<file path="src/rtl/adder_share_arbiter.sv">
// adder_share_arbiter
//   Time-shares one external WIDTH-bit adder among NUM_REQ requesters.
//   A round-robin arbiter picks one pending request in IDLE. The winner's
//   operands are latched onto the adder inputs for one cycle (EXEC). The
//   adder result is then captured and offered on a valid/ready response
//   channel tagged with the requester index (RESP).
//
// Ports
//   clk, rst_n            clock (rising edge), asynchronous active-low reset
//   req/req_a/req_b/req_cin  per-requester request level and packed operands
//                            (requester k uses bits [k*WIDTH +: WIDTH])
//   gnt                   one-hot accept pulse, high for the EXEC cycle only
//   add_i0/add_i1/add_cin operands driven to the shared adder
//   add_sum/add_cout      combinational result from the shared adder
//   rsp_valid/rsp_ready   response handshake
//   rsp_id/rsp_sum/rsp_cout  owner index and captured result
//   busy                  high whenever the FSM is not in IDLE
//   op_count              completed-operation counter (wraps)
module adder_share_arbiter #(
  parameter int   WIDTH   = 16,
  parameter int   NUM_REQ = 4,
  localparam int  IDW     = (NUM_REQ > 1) ? $clog2(NUM_REQ) : 1
) (
  input  logic                     clk,
  input  logic                     rst_n,
  input  logic [NUM_REQ-1:0]       req,
  input  logic [NUM_REQ*WIDTH-1:0] req_a,
  input  logic [NUM_REQ*WIDTH-1:0] req_b,
  input  logic [NUM_REQ-1:0]       req_cin,
  output logic [NUM_REQ-1:0]       gnt,
  output logic [WIDTH-1:0]         add_i0,
  output logic [WIDTH-1:0]         add_i1,
  output logic                     add_cin,
  input  logic [WIDTH-1:0]         add_sum,
  input  logic                     add_cout,
  output logic                     rsp_valid,
  input  logic                     rsp_ready,
  output logic [IDW-1:0]           rsp_id,
  output logic [WIDTH-1:0]         rsp_sum,
  output logic                     rsp_cout,
  output logic                     busy,
  output logic [15:0]              op_count
);

  typedef enum logic [1:0] {
    IDLE = 2'd0,
    EXEC = 2'd1,
    RESP = 2'd2
  } state_t;

  state_t               state_q, state_d;
  logic [IDW-1:0]       rr_ptr_q, rr_ptr_d;
  logic [NUM_REQ-1:0]   gnt_q, gnt_d;
  logic [WIDTH-1:0]     add_i0_q, add_i0_d;
  logic [WIDTH-1:0]     add_i1_q, add_i1_d;
  logic                 add_cin_q, add_cin_d;
  logic                 rsp_valid_q, rsp_valid_d;
  logic [IDW-1:0]       rsp_id_q, rsp_id_d;
  logic [WIDTH-1:0]     rsp_sum_q, rsp_sum_d;
  logic                 rsp_cout_q, rsp_cout_d;
  logic [15:0]          op_count_q, op_count_d;

  // Round-robin search: first set req bit at or above rr_ptr, wrapping.
  logic                 win_found;
  logic [IDW-1:0]       win_idx;
  int                   cand;
  logic [IDW-1:0]       cand_idx;

  always_comb begin
    win_found = 1'b0;
    win_idx   = '0;
    cand      = 0;
    cand_idx  = '0;
    for (int i = 0; i < NUM_REQ; i++) begin
      cand = int'(rr_ptr_q) + i;
      if (cand >= NUM_REQ) begin
        cand = cand - NUM_REQ;
      end
      cand_idx = IDW'(cand);
      if (!win_found && req[cand_idx]) begin
        win_found = 1'b1;
        win_idx   = cand_idx;
      end
    end
  end

  // Next-state and registered-output logic. The owner index lives in
  // rsp_id, which is also what advances the pointer on completion.
  always_comb begin
    state_d     = state_q;
    rr_ptr_d    = rr_ptr_q;
    gnt_d       = gnt_q;
    add_i0_d    = add_i0_q;
    add_i1_d    = add_i1_q;
    add_cin_d   = add_cin_q;
    rsp_valid_d = rsp_valid_q;
    rsp_id_d    = rsp_id_q;
    rsp_sum_d   = rsp_sum_q;
    rsp_cout_d  = rsp_cout_q;
    op_count_d  = op_count_q;
    case (state_q)
      IDLE: begin
        if (win_found) begin
          add_i0_d  = req_a[int'(win_idx)*WIDTH +: WIDTH];
          add_i1_d  = req_b[int'(win_idx)*WIDTH +: WIDTH];
          add_cin_d = req_cin[win_idx];
          gnt_d     = NUM_REQ'(1) << win_idx;
          rsp_id_d  = win_idx;
          state_d   = EXEC;
        end
      end
      EXEC: begin
        rsp_sum_d   = add_sum;
        rsp_cout_d  = add_cout;
        rsp_valid_d = 1'b1;
        gnt_d       = '0;
        state_d     = RESP;
      end
      RESP: begin
        if (rsp_ready) begin
          rsp_valid_d = 1'b0;
          rr_ptr_d    = (rsp_id_q == IDW'(NUM_REQ - 1)) ? '0 : rsp_id_q + 1'b1;
          op_count_d  = op_count_q + 16'd1;
          state_d     = IDLE;
        end
      end
      default: begin
        state_d = IDLE;
      end
    endcase
  end

  always_ff @(posedge clk or negedge rst_n) begin
    if (!rst_n) begin
      state_q     <= IDLE;
      rr_ptr_q    <= '0;
      gnt_q       <= '0;
      add_i0_q    <= '0;
      add_i1_q    <= '0;
      add_cin_q   <= 1'b0;
      rsp_valid_q <= 1'b0;
      rsp_id_q    <= '0;
      rsp_sum_q   <= '0;
      rsp_cout_q  <= 1'b0;
      op_count_q  <= '0;
    end else begin
      state_q     <= state_d;
      rr_ptr_q    <= rr_ptr_d;
      gnt_q       <= gnt_d;
      add_i0_q    <= add_i0_d;
      add_i1_q    <= add_i1_d;
      add_cin_q   <= add_cin_d;
      rsp_valid_q <= rsp_valid_d;
      rsp_id_q    <= rsp_id_d;
      rsp_sum_q   <= rsp_sum_d;
      rsp_cout_q  <= rsp_cout_d;
      op_count_q  <= op_count_d;
    end
  end

  assign gnt       = gnt_q;
  assign add_i0    = add_i0_q;
  assign add_i1    = add_i1_q;
  assign add_cin   = add_cin_q;
  assign rsp_valid = rsp_valid_q;
  assign rsp_id    = rsp_id_q;
  assign rsp_sum   = rsp_sum_q;
  assign rsp_cout  = rsp_cout_q;
  assign busy      = (state_q != IDLE);
  assign op_count  = op_count_q;

endmodule

</file>
<file path="config.mk">
export PLATFORM = sky130hd
export DESIGN_NAME = adder_share_arbiter
export DESIGN_NICKNAME = d
export VERILOG_FILES = /design/src/rtl/adder_share_arbiter.sv
export SDC_FILE = /design/constraint.sdc
export NUM_CORES = 1
export LEC_CHECK = 0
export CORE_ASPECT_RATIO = 1.25
export CORE_MARGIN = 1.5
export CORE_UTILIZATION = 39
export DETAILED_ROUTE_END_ITERATION = 10
export PLACE_DENSITY = 0.88
export SLEW_MARGIN = 40
export SYNTH_ARGS = -nofsm -noshare
export SYNTH_HDL_FRONTEND = slang
export SYNTH_SLANG_ARGS = --single-unit
</file>
<file path="constraint.sdc">
create_clock -name clk -period 2.09 [get_ports clk]
set_clock_uncertainty 0.1 [all_clocks]
set_input_delay 0.3135 -clock clk [delete_from_list [all_inputs] [get_ports clk]]
set_output_delay 0.3135 -clock clk [all_outputs]
set_load 0.01 [all_outputs]
</file>
## Word-level counts from Yosys, hierarchy flattened

Index checks and enable logic that the tools add are counted.

| word-level totals | value |
|---|---|
| word-level logic and storage cells | 82 |
| flip-flop bits (word level) | 77 |
| output and inout port bits | 74 |

| operators by class | value |
|---|---|
| add/subtract/negate cells | 9 |
| shifts and indexed selects | 3 |
| order comparisons | 9 |
| mux-type cells | 30 |
| reduce and logical (&&, ||, !) cells | 15 |
| eq/ne operators | 5 |

Operators with widths:

| operator | number |
|---|---|
| indexed part select 64 x 7 -> 16 bit | 2 |
| 2-to-1 mux 2 bit | 11 |
| adder 16 x 1 -> 16 bit, second input constant | 1 |
| < comparator 2 x 3 -> 1 bit, second input constant | 5 |
| binary-select mux 1 bit (select 2 bit) | 5 |
| 2-to-1 mux 1 bit | 10 |
| AND reduction 2 bit | 5 |
| >= comparator 3 bit, second input constant | 3 |
| one-hot mux 4 bit (2 select lines) | 1 |
| subtractor 2 x 1 -> 2 bit, second input constant | 4 |
| adder 2 x 2 -> 3 bit, second input constant | 2 |
| one-hot mux 2 bit (3 select lines) | 1 |
| nonzero test 2 bit | 3 |
| == test 2 bit, second input constant | 2 |
| 2-to-1 mux 4 bit | 1 |
| != test 2 bit, second input constant | 2 |
| << shifter 1 x 2 -> 4 bit, first input constant | 1 |
| adder 2 x 1 -> 3 bit, second input constant | 1 |
| >= comparator 2 x 3 -> 1 bit, second input constant | 1 |
| logical AND 1 bit | 3 |
| logical NOT 1 bit | 3 |
| adder 2 x 1 -> 2 bit, second input constant | 1 |
| == test 2 x 1 -> 1 bit, second input constant | 1 |
| logical NOT 2 bit | 1 |
| one-hot mux 1 bit (2 select lines) | 1 |

## Logic depth before layout (Yosys ltp)

| depth | value |
|---|---|
| word-level depth | 17 |
| mapped depth | 8 |
| gate-level depth less buffers | 5 |

## Worst setup path after synthesis

No wires, ideal clock.

| timing path | value |
|---|---|
| kind | reg-to-reg |
| start | register rr_ptr_q[1] |
| end | register add_i0_q[0], in the netlist add_i0[0] |
| library setup time | 0.128 ns |
| cell stages (with the launch flop) | 9 |
| data arrival time | 1.542 ns |
| path buffers | 3 |
| required time | 1.862 ns |
| slack | 0.320 ns |
| cells stage by stage | dfrtp_1 -> buf_4 -> clkinv_1 -> nor2_1 -> o311a_1 -> buf_6 -> buf_6 -> a221oi_2 -> o22ai_1 |

| between the ends | value |
|---|---|
| cells in the longest elaborated chain, start to end | 15 |
| elaborated cells on any way between the ends | 39 |

Ends and longest elaborated chain:

| what | line | RTL |
|---|---|---|
| start, declared | 52 | `logic [IDW-1:0] rr_ptr_q, rr_ptr_d;` |
| start signal, assigned | 148 | `rr_ptr_q <= rr_ptr_d;` |
| branches (longest 15 deep; another with adder 2 x 1 -> 3 bit) | - |  |
| end signal, assigned | 150 | `add_i0_q <= add_i0_d;` |
| end, declared | 54 | `logic [WIDTH-1:0] add_i0_q, add_i0_d;` |

Several ways; the timed one is not identified. The select of a mux whose other input is x is not followed.
A chain may end at the register's enable or synchronous reset.

## Worst setup path in the final report

| timing path | value |
|---|---|
| start | register rr_ptr_q[0] |
| end | register add_i0_q[13], in the netlist add_i0[13] |

Same word-level chain as after synthesis.

==> results.yml <==
setup_path:
  arrival_ps: 2080
  cp.required_ps: 2200
  start_kind: "flop"
  critPathKind: "reg2reg"
  endpoint_kind: "flop"
  crit_fanout: 16
  rr_startpoint: "rr_ptr_q[0]$_DFFE_PN0P_"
  startpoint: "rr_ptr_q[0]$_DFFE_PN0P_"
timing:
  hold_violations: 0
  holdWs_ps: 346.2
  fin_crit_sh: 0.9448
  setup_ws_ps: 115.4
  rsz0062_at_grt: "no"
  max_freq_ghz: 0.5064
  setup_violations: 0
  tightest_slew_ps: 701.2
  max_slew_margin: 0.5304
  min_period_ps: 1975
  slew_violations: 0
cells_and_area:
  nFillCells: 742
  nets: 821
  multi_input_area_um2: 1967
  layout_common_cells: "clkdlybuf4s50_1 (227), nand2_1 (77), dfrtp_1 (76), nor2_1 (39), o21ai_0 (35)"
  seq_area_um2: 1928
  layout-drive-gt1-share: 0.09731
  mostFrequentLayoutCell: "clkdlybuf4s50_1"
  antenna_cells: 0
  area_growth_pct: 71.19
floorplan:
  die-area_um2: 11050
  io-pin-count: 230
  core_area_um2: 10110
  dieHeight_um: 117.1
  start_util: 0.4023
  die_w_um: 94.32
  rows: 41
synth:
  netlist_area_um2: 4065
  ys_types: 42
  synthTopCellsByArea: "dfrtp_1 (47%), mux2i_1 (8.1%), nand2_1 (7.1%)"
  synth_edf_count: 0
  ys_warn_count: 0
  postSynthAreaPerCell_um2: 9.565
  synth-seq-cells: 77
  seq_area_frac_synth: 0.4740
  yosys.area.top_type: "dfrtp_1"
  postSynth.asyncResetShare: 1.000
  netlist_instances: 425
  syn_nets: 583
  synth_top_area_frac: 0.4740
  synthFlopType: "dfrtp_1"
power:
  p_leak_nw: 2.981
  power.switching_w: 0.003587
  ir_worst_vdd_mv: 0.6332
  p_seq_frac: 0.291
  intPower_w: 0.005505
  power_density_nw_per_um2: 1306
  clkPwrFrac: 0.159
  switching_share: 0.3945
  pwr-share-comb: 0.550
drt:
  vias: 4442
  antenna_left: 0
  detail_route.wl_per_cell_um: 18.44
  drc_errors: 0
  firstDrtPassIters: 5
  drt-initial-drc-count: 229
  drt-vias-per-instance: 5.573
  routed_wl_um: 14700
global_routing:
  grt_use_total: 0.2634
  grt_max_degree: 49
  grt_first_pass_wirelength_um: 22070
  grt_overflow: 0
  antenna_found_initial: 0
  grt_pass1_vias: 4396
placement:
  place_congestion: 0.9644
  port_buffers: 229
  dp_hpwl_um: 11020
  place_ws_ps: -259.6
cts:
  cts_root_buffer: "clkbuf_16"
  tritoncts: "yes"
  cts.path.max_buffers: 2
  clk_latency_ps: 340
  clock-sinks: 77
  numCtsBuffers: 9
  htree_levels: 3
  path_clk_slew_ps: 60
min_path:
  hp-class: "in2async"
status:
  status: "completed"
job:
  cap_viol_max_count: 0
[repair_timing]
| action | CTS | global route |
|---|---|---|
| endpoints found under the hold margin | 29 | 0 |
| hold buffers | 1 | 0 |
| resized for setup | 0 | 4 |
| buffers inserted | 0 | 0 |
| endpoints found under the setup margin | 0 | 13 |
[registers in the layout, summed over array words and instances (netlist names)]
signal,flops
op_count,16
gnt,4
add_cin,1
rsp_valid,1
rsp_sum,16
add_i0,16
rsp_cout,1
rsp_id,2
state_q,2
rr_ptr_q,2
add_i1,16
[metal layers]
layer  vias to the layer above  share of wire  global-route usage
met4                         0          0.037              0.1323
li1                       2023              -                   -
met5                         -              0                   0
met3                        41          0.057             0.04845
met1                      2151           0.39              0.3296
met2                       227           0.52              0.4365
[layout make-up]
cell class,count,area share
repair buffers,258,0.3754
multi-input cells,313,0.2826
flip-flops and latches,77,0.2771
clock buffers,9,0.03236
well taps,129,0.02319
clock inverters,7,0.007192
inverters,4,0.002157
[metrics by stage]
step                      utilization  power [W]  instances  TNS, ps  area [um^2]
final                          0.6886   0.009092        797        0         6959
after global routing           0.6886   0.009645        797        0         6959
after CTS                      0.6870   0.009082        797        0         6943
after detailed placement       0.6588   0.007617        780    -5811         6658
after global placement         0.6585   0.007381        780    -3353         6655
after floorplan                     -   0.005119        425        0         4065
[worst max-delay path, stage by stage (launching register included)]
cell      delay (ps)
dfrtp_1          490
nand2b_1         220
a31oi_1          220
o22ai_2          140
buf_12           180
a221oi_1         340
o22ai_1          140
[cell usage after synthesis (all sizes together) (2+ instances only)]
cell type   n
clkbuf     15
and3        3
nor3        2
a21oi       3
xnor2      13
dfrtp      77
nor2b       3
xor2        2
nand3       9
inv         3
a221oi     33
nand2      77
nand2b      4
nand4       3
o31ai       2
mux2i      33
ha          2
nor2       39
o22ai      34
o21ai      40
buf        16
[worst paths after layout]
kind / end / slack (ps) / cells past startpoint
setup / recovery: add_i0[13]$_DFFE_PN0P_ / 120 / 6
hold / removal: op_count[11]$_DFFE_PN0P_ / 350 / 2
setup reg to reg: add_i0[13]$_DFFE_PN0P_ / 120 / 6
hold reg to reg: rsp_sum[5]$_DFFE_PN0P_ / 380 / 2
max in group asynchronous: rr_ptr_q[1]$_DFFE_PN0P_ / 950 / 3
min in group clk: rsp_sum[5]$_DFFE_PN0P_ / 380 / 2
[kinds of logic after synthesis]
group           share of synthesized area
simple gates                       0.1502
compound gates                     0.2096
flops                              0.4740
buf+inv                           0.04647
mux                               0.08126
xor+xnor                          0.03232
fa+ha+maj                        0.006155
[power groups by stage]
stage,registers [W],clock network (W),logic (W)
floorplan,0.00278,0,0.00234
finish,0.00264,0.00145,0.00500
global placement,0.00261,0,0.00477
CTS,0.00264,0.00147,0.00498
global route,0.00272,0.00154,0.00538
detailed placement,0.00265,0,0.00497
Power figures use the tool's default switching activity.
